<file path="config.mk">
export PLATFORM = sky130hd
export DESIGN_NAME = fp_to_int_flat
export DESIGN_NICKNAME = d
export VERILOG_FILES = /design/src/rtl/fp_to_int_pkg.sv /design/src/rtl/fp_to_int_if.sv /design/src/rtl/fp_to_int_shift.sv /design/src/rtl/fp_to_int.sv /design/src/flat_wrapper.sv
export SDC_FILE = /design/constraint.sdc
export NUM_CORES = 1
export LEC_CHECK = 0
export CAP_MARGIN = 20
export CORE_ASPECT_RATIO = 1.1
export CORE_MARGIN = 2
export CORE_UTILIZATION = 51
export CTS_CLUSTER_SIZE = 10
export DETAILED_ROUTE_END_ITERATION = 7
export GPL_TIMING_DRIVEN = 0
export PLACE_DENSITY = 0.8
export SETUP_SLACK_MARGIN = 0.1
export SLEW_MARGIN = 20
export SYNTH_ARGS = -nofsm -noshare
export SYNTH_HDL_FRONTEND = slang
export SYNTH_SLANG_ARGS = --single-unit
</file>
<file path="constraint.sdc">
create_clock -name clk -period 4.5 [get_ports clk]
set_clock_uncertainty 0.2 [all_clocks]
set_input_delay 0.9 -clock clk [delete_from_list [all_inputs] [get_ports clk]]
set_output_delay 0.9 -clock clk [all_outputs]
set_load 0.02 [all_outputs]
</file>
<file path="src/rtl/fp_to_int_pkg.sv">
// Shared constants, special-case class encoding and the operand classifier
// for the float-to-integer converter.
package fp_to_int_pkg;

    localparam int WIDTH     = 32;
    localparam int EXP_BITS  = 8;
    localparam int MANT_BITS = 23;
    localparam int INT_WIDTH = 32;
    localparam int SIG_BITS  = MANT_BITS + 1;

    localparam logic signed [8:0]       BIAS    = 9'sd127;
    localparam logic [INT_WIDTH-1:0]    INT_MAX = 32'h7FFF_FFFF;
    localparam logic [INT_WIDTH-1:0]    INT_MIN = 32'h8000_0000;

    typedef enum logic [2:0] {
        CLS_ZERO,
        CLS_SUBN,
        CLS_NORM,
        CLS_INF,
        CLS_NAN
    } fp_class_e;

    function automatic fp_class_e classify(input logic [EXP_BITS-1:0]  exp_f,
                                           input logic [MANT_BITS-1:0] frac_f);
        fp_class_e cls;
        if (exp_f == '0)
            cls = (frac_f == '0) ? CLS_ZERO : CLS_SUBN;
        else if (exp_f == '1)
            cls = (frac_f == '0) ? CLS_INF : CLS_NAN;
        else
            cls = CLS_NORM;
        return cls;
    endfunction

endpackage

</file>
<file path="src/rtl/fp_to_int_if.sv">
// Valid/ready bundle between the float producer and the converter.
// A word moves on a rising edge where valid and ready are both high; valid holds until then.
interface fp_to_int_if;
    import fp_to_int_pkg::*;

    logic                 in_valid;
    logic                 in_ready;
    logic [WIDTH-1:0]     a;
    logic                 rne;
    logic                 out_valid;
    logic                 out_ready;
    logic [INT_WIDTH-1:0] result;
    logic                 invalid;
    logic                 overflow;
    logic                 inexact;

    modport master (
        output in_valid, a, rne, out_ready,
        input  in_ready, out_valid, result, invalid, overflow, inexact
    );

    modport slave (
        input  in_valid, a, rne, out_ready,
        output in_ready, out_valid, result, invalid, overflow, inexact
    );

endinterface

</file>
<file path="src/rtl/fp_to_int_shift.sv">
// Aligns the 24-bit significand to the integer binary point, producing the
// truncated magnitude plus the guard and sticky bits used for rounding.
module fp_to_int_shift
    import fp_to_int_pkg::*;
(
    input  logic signed [8:0]          e_i,
    input  logic [SIG_BITS-1:0]        sig_i,
    output logic [INT_WIDTH-1:0]       mag_o,
    output logic                       guard_o,
    output logic                       sticky_o
);

    logic [2*SIG_BITS-1:0] wide;
    logic [4:0]            rsh;
    logic [3:0]            lsh;

    always_comb begin
        mag_o    = '0;
        guard_o  = 1'b0;
        sticky_o = 1'b0;
        wide     = '0;
        rsh      = '0;
        lsh      = '0;
        if (e_i >= 9'sd23) begin
            // Out-of-range exponents are saturated downstream; clamp only keeps the shift bounded.
            lsh   = (e_i > 9'sd31) ? 4'd8 : 4'(e_i - 9'sd23);
            mag_o = {8'b0, sig_i} << lsh;
        end else if (e_i >= -9'sd1) begin
            // e = -1 shifts by 24, which leaves the hidden one in the guard slot.
            rsh      = 5'(9'sd23 - e_i);
            wide     = {sig_i, 24'b0} >> rsh;
            mag_o    = {8'b0, wide[47:24]};
            guard_o  = wide[23];
            sticky_o = |wide[22:0];
        end else begin
            sticky_o = 1'b1;
        end
    end

endmodule

</file>
<file path="src/rtl/fp_to_int.sv">
// Three-stage float to signed integer converter: unpack/classify, align,
// then round, negate or saturate. One global stall freezes every stage.
module fp_to_int
    import fp_to_int_pkg::*;
(
    input  logic        clk,
    input  logic        rst,
    fp_to_int_if.slave  io
);

    logic advance;

    logic                    s1_valid_q, s1_valid_d;
    logic                    s1_sign_q,  s1_sign_d;
    fp_class_e               s1_cls_q,   s1_cls_d;
    logic signed [8:0]       s1_e_q,     s1_e_d;
    logic [SIG_BITS-1:0]     s1_sig_q,   s1_sig_d;
    logic                    s1_rne_q,   s1_rne_d;

    logic                    s2_valid_q, s2_valid_d;
    logic                    s2_sign_q,  s2_sign_d;
    fp_class_e               s2_cls_q,   s2_cls_d;
    logic                    s2_rng_q,   s2_rng_d;
    logic [INT_WIDTH-1:0]    s2_mag_q,   s2_mag_d;
    logic                    s2_guard_q, s2_guard_d;
    logic                    s2_sticky_q, s2_sticky_d;
    logic                    s2_rne_q,   s2_rne_d;

    logic                    out_valid_q, out_valid_d;
    logic [INT_WIDTH-1:0]    result_q,   result_d;
    logic                    invalid_q,  invalid_d;
    logic                    overflow_q, overflow_d;
    logic                    inexact_q,  inexact_d;

    logic                    inc;
    logic [INT_WIDTH-1:0]    mag_rnd;

    assign advance     = ~out_valid_q | io.out_ready;
    assign io.in_ready = advance;

    always_comb begin
        s1_valid_d = io.in_valid;
        s1_sign_d  = io.a[31];
        s1_cls_d   = classify(io.a[30:23], io.a[22:0]);
        s1_e_d     = $signed({1'b0, io.a[30:23]}) - BIAS;
        s1_sig_d   = {1'b1, io.a[22:0]};
        s1_rne_d   = io.rne;
    end

    fp_to_int_shift u_shift (
        .e_i      (s1_e_q),
        .sig_i    (s1_sig_q),
        .mag_o    (s2_mag_d),
        .guard_o  (s2_guard_d),
        .sticky_o (s2_sticky_d)
    );

    // -2^31 exactly is the one e = 31 value that still fits.
    always_comb begin
        s2_valid_d = s1_valid_q;
        s2_sign_d  = s1_sign_q;
        s2_cls_d   = s1_cls_q;
        s2_rne_d   = s1_rne_q;
        s2_rng_d   = (s1_e_q > 9'sd31) ||
                     ((s1_e_q == 9'sd31) && (!s1_sign_q || (s1_sig_q[22:0] != '0)));
    end

    assign inc     = s2_rne_q & s2_guard_q & (s2_sticky_q | s2_mag_q[0]);
    assign mag_rnd = s2_mag_q + {{(INT_WIDTH-1){1'b0}}, inc};

    always_comb begin
        out_valid_d = s2_valid_q;
        result_d    = '0;
        invalid_d   = 1'b0;
        overflow_d  = 1'b0;
        inexact_d   = 1'b0;
        case (s2_cls_q)
            CLS_NAN: begin
                result_d  = INT_MAX;
                invalid_d = 1'b1;
            end
            CLS_INF: begin
                result_d   = s2_sign_q ? INT_MIN : INT_MAX;
                overflow_d = 1'b1;
            end
            CLS_ZERO: result_d = '0;
            CLS_SUBN: inexact_d = 1'b1;
            default: begin
                if (s2_rng_q) begin
                    result_d   = s2_sign_q ? INT_MIN : INT_MAX;
                    overflow_d = 1'b1;
                end else begin
                    result_d  = s2_sign_q ? (~mag_rnd + 32'd1) : mag_rnd;
                    inexact_d = s2_guard_q | s2_sticky_q;
                end
            end
        endcase
    end

    always_ff @(posedge clk) begin
        if (rst) begin
            s1_valid_q  <= 1'b0;
            s1_sign_q   <= 1'b0;
            s1_cls_q    <= CLS_ZERO;
            s1_e_q      <= '0;
            s1_sig_q    <= '0;
            s1_rne_q    <= 1'b0;
            s2_valid_q  <= 1'b0;
            s2_sign_q   <= 1'b0;
            s2_cls_q    <= CLS_ZERO;
            s2_rng_q    <= 1'b0;
            s2_mag_q    <= '0;
            s2_guard_q  <= 1'b0;
            s2_sticky_q <= 1'b0;
            s2_rne_q    <= 1'b0;
            out_valid_q <= 1'b0;
            result_q    <= '0;
            invalid_q   <= 1'b0;
            overflow_q  <= 1'b0;
            inexact_q   <= 1'b0;
        end else if (advance) begin
            s1_valid_q  <= s1_valid_d;
            s1_sign_q   <= s1_sign_d;
            s1_cls_q    <= s1_cls_d;
            s1_e_q      <= s1_e_d;
            s1_sig_q    <= s1_sig_d;
            s1_rne_q    <= s1_rne_d;
            s2_valid_q  <= s2_valid_d;
            s2_sign_q   <= s2_sign_d;
            s2_cls_q    <= s2_cls_d;
            s2_rng_q    <= s2_rng_d;
            s2_mag_q    <= s2_mag_d;
            s2_guard_q  <= s2_guard_d;
            s2_sticky_q <= s2_sticky_d;
            s2_rne_q    <= s2_rne_d;
            out_valid_q <= out_valid_d;
            result_q    <= result_d;
            invalid_q   <= invalid_d;
            overflow_q  <= overflow_d;
            inexact_q   <= inexact_d;
        end
    end

    assign io.out_valid = out_valid_q;
    assign io.result    = result_q;
    assign io.invalid   = invalid_q;
    assign io.overflow  = overflow_q;
    assign io.inexact   = inexact_q;

endmodule

</file>
<file path="src/flat_wrapper.sv">
// flat-port wrapper written by rule: the top's interface ports become plain ports
module fp_to_int_flat import fp_to_int_pkg::*;
  (clk, rst, io_in_valid, io_a, io_rne, io_out_ready, io_in_ready, io_out_valid, io_result, io_invalid, io_overflow, io_inexact);
  fp_to_int_if io_i ();
  input  logic clk;
  input  logic rst;
  input wire logic [$bits(io_i.in_valid)-1:0] io_in_valid;
  input wire logic [$bits(io_i.a)-1:0] io_a;
  input wire logic [$bits(io_i.rne)-1:0] io_rne;
  input wire logic [$bits(io_i.out_ready)-1:0] io_out_ready;
  output wire logic [$bits(io_i.in_ready)-1:0] io_in_ready;
  output wire logic [$bits(io_i.out_valid)-1:0] io_out_valid;
  output wire logic [$bits(io_i.result)-1:0] io_result;
  output wire logic [$bits(io_i.invalid)-1:0] io_invalid;
  output wire logic [$bits(io_i.overflow)-1:0] io_overflow;
  output wire logic [$bits(io_i.inexact)-1:0] io_inexact;
  assign io_i.in_valid = io_in_valid;
  assign io_i.a = io_a;
  assign io_i.rne = io_rne;
  assign io_i.out_ready = io_out_ready;
  assign io_in_ready = io_i.in_ready;
  assign io_out_valid = io_i.out_valid;
  assign io_result = io_i.result;
  assign io_invalid = io_i.invalid;
  assign io_overflow = io_i.overflow;
  assign io_inexact = io_i.inexact;
  fp_to_int u_core (.clk(clk), .rst(rst), .io(io_i));
endmodule
</file>
### Word-level counts from Yosys, hierarchy flattened

Cells that the tools add are included.
W data, S select, Z words.

| operators by class | value |
|---|---|
| equal/unequal tests | 5 |
| $add $sub $neg | 5 |
| shifts and indexed selects | 2 |
| order comparisons | 3 |
| mux-type cells | 20 |
| reductions and logical operators | 12 |
| bitwise logic cells | 7 |

Operators by type and width:

| kind | count |
|---|---|
| $mux W32 | 4 |
| $pmux W32 S3 | 1 |
| $shr A48 B5 Y48 | 1 |
| $add A32 B1 Y32 | 1 |
| $add A32 B1 Y32 const B | 1 |
| $not A32 Y32 | 1 |
| $shl A24 B4 Y32 | 1 |
| $mux W24 | 1 |
| $logic_not A23 Y1 | 1 |
| $reduce_bool A23 Y1 | 1 |
| $reduce_or A23 Y1 | 1 |
| $eq A9 B6 Y1 const B | 1 |
| $ge A9 B1 Y1 const B | 1 |
| $ge A9 B6 Y1 const B | 1 |
| $gt A9 B6 Y1 const B | 1 |
| $mux W3 | 3 |
| $sub A8 B7 Y9 const B | 1 |
| $eq A8 B8 Y1 const B | 1 |
| $logic_not A8 Y1 | 1 |
| $mux W1 | 8 |
| $reduce_or A3 Y1 | 2 |
| $sub A5 B5 Y5 const A | 1 |
| $mux W4 | 1 |
| $pmux W1 S2 | 2 |
| 12 further kinds | 16 |

| storage, ports and cells | value |
|---|---|
| word-level logic and storage cells | 73 |
| register bits after elaboration | 116 |
| output and inout bits | 37 |
| bits of input ports | 37 |

### Longest topological paths before layout

| depth | value |
|---|---|
| depth in word-level cells | 8 |
| mapped depth | 14 |
| depth with buffers taken out | 13 |

### Cells and area by module

Synthesis repeated with hierarchy kept, for this count alone.

| unflattened totals | value |
|---|---|
| cell total of the unflattened synthesis | 1242 |
| area total of the unflattened synthesis | 9598.0 µm² |

Modules (own cells, without submodules):

| module | cells each | sequential area each (µm²) | area an instance (µm²) | times used |
|---|---|---|---|---|
| fp_to_int | 895 | 2322.2 | 6627.6 | 1 |
| fp_to_int_shift | 347 | 0.0 | 2970.3 | 1 |

### Least setup slack after synthesis

OpenSTA, ideal clock, no wires.

| path | value |
|---|---|
| path kind | reg2reg |
| from | register u_core.s2_sticky_q |
| to | register u_core.result_q[28] (netlist: u_core.io.result[28]) |
| arrival time | 3.324 ns |
| setup slack | 0.843 ns |
| clock period less this slack | 3.657 ns |
| path buffers | 1 |
| required time | 4.167 ns |
| setup time | 0.133 ns |
| cell stages (with the launch flop) | 15 |
| cell sequence | dfxtp_1 -> o211a_1 -> ha_1 -> ha_1 -> inv_1 -> ha_1 -> or4b_1 -> o31ai_1 -> o21ai_2 -> or3_1 -> clkbuf_1 -> or3_1 -> nor4_2 -> mux2i_1 -> o211ai_1 |

| on the way | value |
|---|---|
| cells in the longest elaborated chain, start to end | 8 |

RTL lines:

| what | line | source |
|---|---|---|
| from (decl) | fp_to_int.sv:26 | `logic s2_sticky_q, s2_sticky_d;` |
| from (signal assigned) | fp_to_int.sv:134 | `s2_sticky_q <= s2_sticky_d;` |
| $or A1 B1 Y1 (*) | fp_to_int.sv:68 | `assign inc = s2_rne_q & s2_guard_q & (s2_sticky_q \| s2_mag_q[0]);` |
| $and A1 B1 Y1 (*) | fp_to_int.sv:68 |  |
| $add A32 B1 Y32 (*) | fp_to_int.sv:69 | `assign mag_rnd = s2_mag_q + {{(INT_WIDTH-1){1'b0}}, inc};` |
| $not A32 Y32 | fp_to_int.sv:93 | `result_d = s2_sign_q ? (~mag_rnd + 32'd1) : mag_rnd;` |
| $add A32 B1 Y32 | fp_to_int.sv:93 |  |
| $mux W32 (*) | fp_to_int.sv:93 |  |
| $mux W32 (*) | fp_to_int.sv:89 | `if (s2_rng_q) begin` |
| $pmux W32 S3 (*) | fp_to_int.sv:77 | `case (s2_cls_q)` |
| to (signal assigned) | fp_to_int.sv:137 | `result_q <= result_d;` |
| to (decl) | fp_to_int.sv:30 | `logic [INT_WIDTH-1:0] result_q, result_d;` |

Mark *: on every way between the ends. The rest lies on a longest branch, timed or not.
A chain may end at the register's enable or synchronous reset.

### Worst setup path after layout

| path | value |
|---|---|
| from | input port io_out_ready |
| to | output port io_in_ready |

| on the way | value |
|---|---|
| cells in the longest elaborated chain, start to end | 1 |

RTL lines:

| what | line | source |
|---|---|---|
| from (decl) | flat_wrapper.sv:10 | `input wire logic [$bits(io_i.out_ready)-1:0] io_out_ready;` |
| $or A1 B1 Y1 | fp_to_int.sv:38 | `assign advance = ~out_valid_q \| io.out_ready;` |
| to (decl) | flat_wrapper.sv:11 | `output wire logic [$bits(io_i.in_ready)-1:0] io_in_ready;` |

Every way passes these cells.

==> results.py <==
metrics = {
    "route": {
        "drc_errors": 0,
        "num_vias": 11200,
        "first_pass_iters": 6,
        "wl_met3_mm": 2.89,
        "met1_length_mm": 13.7,
        "wl_mm": 36.6,
        "viasPerCell": 6.65,
        "dr_wl_met2_mm": 17.1,
        "ant_nets": 0,
        "wl_per_cell_um": 21.8,
        "top_layer_used": "met4",
        "drt_iter0_markers": 1086,
    },
    "sta": {
        "finalSetupViolations": 0,
        "worstMarginPinSlew_ps": 1050,
        "rsz0062_at_grt": "true",
        "hold_viol": 0,
        "fmax_mhz": 228,
        "relSlewSlack_pct": 30.1,
        "fin_tns_setup_ps": 0,
        "whs_ps": 253,
        "min_period_ps": 4390,
        "maxSlewViolCount": 0,
        "final.period_utilization_pct": 97.6,
    },
    "hold_path": {
        "min_from": "u_core.s1_valid_q",
        "hold_class": "reg -> reg",
        "hold_depth": 2,
    },
    "global_route": {
        "grtUsageTotal_pct": 35.6,
        "grt_pass1_vias": 10200,
        "grt_max_degree": 18,
        "grt_pass1_wl_mm": 55.6,
        "overflow": 0,
        "antenna_found_initial": 0,
    },
    "final_layout": {
        "final_cell_mix": "nand2_1, nor2_1, a21oi_1",
        "post_route_cells_drive_above_1_share_pct": 9.01,
        "finalNetCount": 1465,
        "area.sequential_um2": 2320,
        "design_area_um2": 11500,
        "antenna_cells": 0,
        "final_common_cell": "nand2_1",
        "multi_input_area_um2": 6840,
        "post-route-util_pct": 60.4,
        "syn_to_final_growth_pct": 16.8,
        "fillers": 1804,
    },
    "floorplanning": {
        "ios": 74,
        "die-width_um": 136,
        "initial_core_util_pct": 51.7,
        "die_h_um": 149,
        "die_area_um2": 20300,
        "fp-row-count": 53,
        "design.core.area_um2": 19000,
    },
    "yosys": {
        "syn_inst": 1329,
        "synth.distinct_cells": 96,
        "synth_top_family_by_area": "compound AO/OA/AOI/OAI gates",
        "synth_compound_gate_area_share_pct": 26.8,
        "synth_mux_area_share_pct": 12.5,
        "syn_area_per_cell_um2": 7.38,
        "yosys_warnings": 0,
        "yosys.area_share.simple_pct": 25.6,
        "ys_seq_elements": 116,
        "synth_fp_nets": 1375,
        "ys.flop_type": "dfxtp_1",
        "post_synth_fa_ha_maj_area_fraction_pct": 1.15,
        "synthTopCellsByArea": "dfxtp_1, nand2_1, a21oi_1, mux2i_1, mux4_2",
        "yosys.area.top_type": "dfxtp_1",
        "synth_seq_area_share_pct": 23.7,
        "async_reset_ff_share_pct": 0,
        "syn_area_um2": 9800,
        "synth_xor_area_share_pct": 3.75,
        "synth_top_area_share_pct": 23.7,
        "synth_edf_count": 0,
    },
    "placed_design": {
        "dp_hpwl_mm": 28.1,
        "place_area_um2": 10800,
        "gp_congestion": 1.04,
        "io_buffer_count": 72,
    },
    "clock_network": {
        "root_buffer": "clkbuf_16",
        "clock-sinks": 116,
        "path_clk_slew_ps": 50,
        "cts_resized": 1,
        "postCtsHoldBufs": 0,
        "cts_max_path_buffers": 2,
        "post_cts_buffers": 0,
        "cts_tree": "yes",
        "numCtsBuffers": 17,
        "htreeDepth": 4,
        "insertion_delay_ps": 430,
    },
    "setup_path": {
        "path_cells": "clkdlybuf4s50_1 -> nor2b_1 -> buf_1 -> inv_4 -> clkbuf_1 -> clkdlybuf4s50_1",
        "ff2ff_path_depth": 14,
        "worstSetupStartpointType": "input port",
        "max_stage_delay_ps": 730,
        "startpoint": "io_out_ready",
        "critPathKind": "in -> out",
        "timing.rr.start": "u_core.s2_rne_q",
        "critPathCaptureType": "primary output",
        "crit_top_cell": "clkdlybuf4s50_1",
        "required_ps": 3400,
        "slowest_stage": "clkdlybuf4s50_1",
        "worstPathMaxFanout": 17,
        "cp.arrival_ps": 3290,
    },
    "pwr": {
        "p_per_area_nw_per_um2": 337,
        "vdd_drop_max_uv": 289,
        "p_leak_nw": 4.16,
        "power_mw": 3.86,
    },
    "job": {
        "cap_violations": 0,
    },
    "status": {
        "status": "finished, final reports clean",
    },
}
-- layout make-up --
type / instances / area share, %
sequential: 116 / 20.3
tap: 247 / 2.70
buffer: 127 / 4.97
clock inverter: 8 / 1.08
multi-input combinational: 1066 / 59.8
inverter: 19 / 0.645
timing repair buffer: 72 / 6.29
clock buffer: 23 / 4.26
-- per-layer routing --
metal | vias to the layer above | track usage [%]
met5 | - | 0
met4 | 0 | 27.1
met3 | 187 | 6.03
met2 | 715 | 58.4
met1 | 5158 | 41.3
li1 | 5107 | -
-- cells by family (layout without fill, tap and decap cells) --
logic type      after synthesis  count (layout)
compound gates              408             408
xor+xnor                     42              42
fa+ha+maj                     9               9
buf+inv                     147             249
flops                       116             116
mux                          93              93
simple gates                514             514
-- power by group --
part | total [mW] | internal, mW | switching, mW
Sequential | 1.15 | 1.09 | 0.0557
Clock | 1.44 | 0.925 | 0.516
Combinational | 1.27 | 0.465 | 0.804
-- cell usage after synthesis (all sizes together), types with 4 or more instances --
master     n
and2       9
dfxtp    116
o211ai    12
a211o      4
and3      12
nor3      25
a211oi    25
a2111oi    5
nor2     132
mux4      22
mux2i     53
o211a      6
o21a       7
a21oi    127
or2        6
ha         9
buf       33
inv       18
nor4      22
nand2    186
xnor2     22
nand3     41
or3       12
o21ai    101
nor2b      5
a311oi     4
and4      10
or4        5
xor2      20
clkbuf    95
o221ai     4
a221oi    19
o22ai      9
a222oi     4
mux2      18
a31oi     25
nand4     32
o31ai     10
a21o       7
-- sequential cells by signal, summed over array words and instances (netlist names), 3 cells and up --
signal	cells
u_core.s1_e_q	9
u_core.s1_sig_q	24
u_core.io.result	32
u_core.s1_cls_q	3
u_core.s2_mag_q	32
u_core.s2_cls_q	3
-- worst max-delay path: cells and delay by family --
| kind | cells | cell delay [ps] |
|---|---|---|
| buffers and inverters | 5 | 2350 |
| AND/OR/NAND/NOR | 1 | 40 |
-- path summary, 6_finish.rpt --
kind / to / slack [ps]
min: u_core.s1_valid_q / 250
max reg2reg: u_core.io.result[28] / 300
min reg2reg: u_core.s1_valid_q / 250
max: io_in_ready / 110
-- metrics by stage --
step / std cells / setup WS (ps)
floorplan: 1329 / 843
global placement: 1648 / -286
detailed placement: 1648 / -300
CTS: 1678 / 114
global route: 1678 / 84.6
finish: 1678 / 110
(Power assumes the default switching activity.)
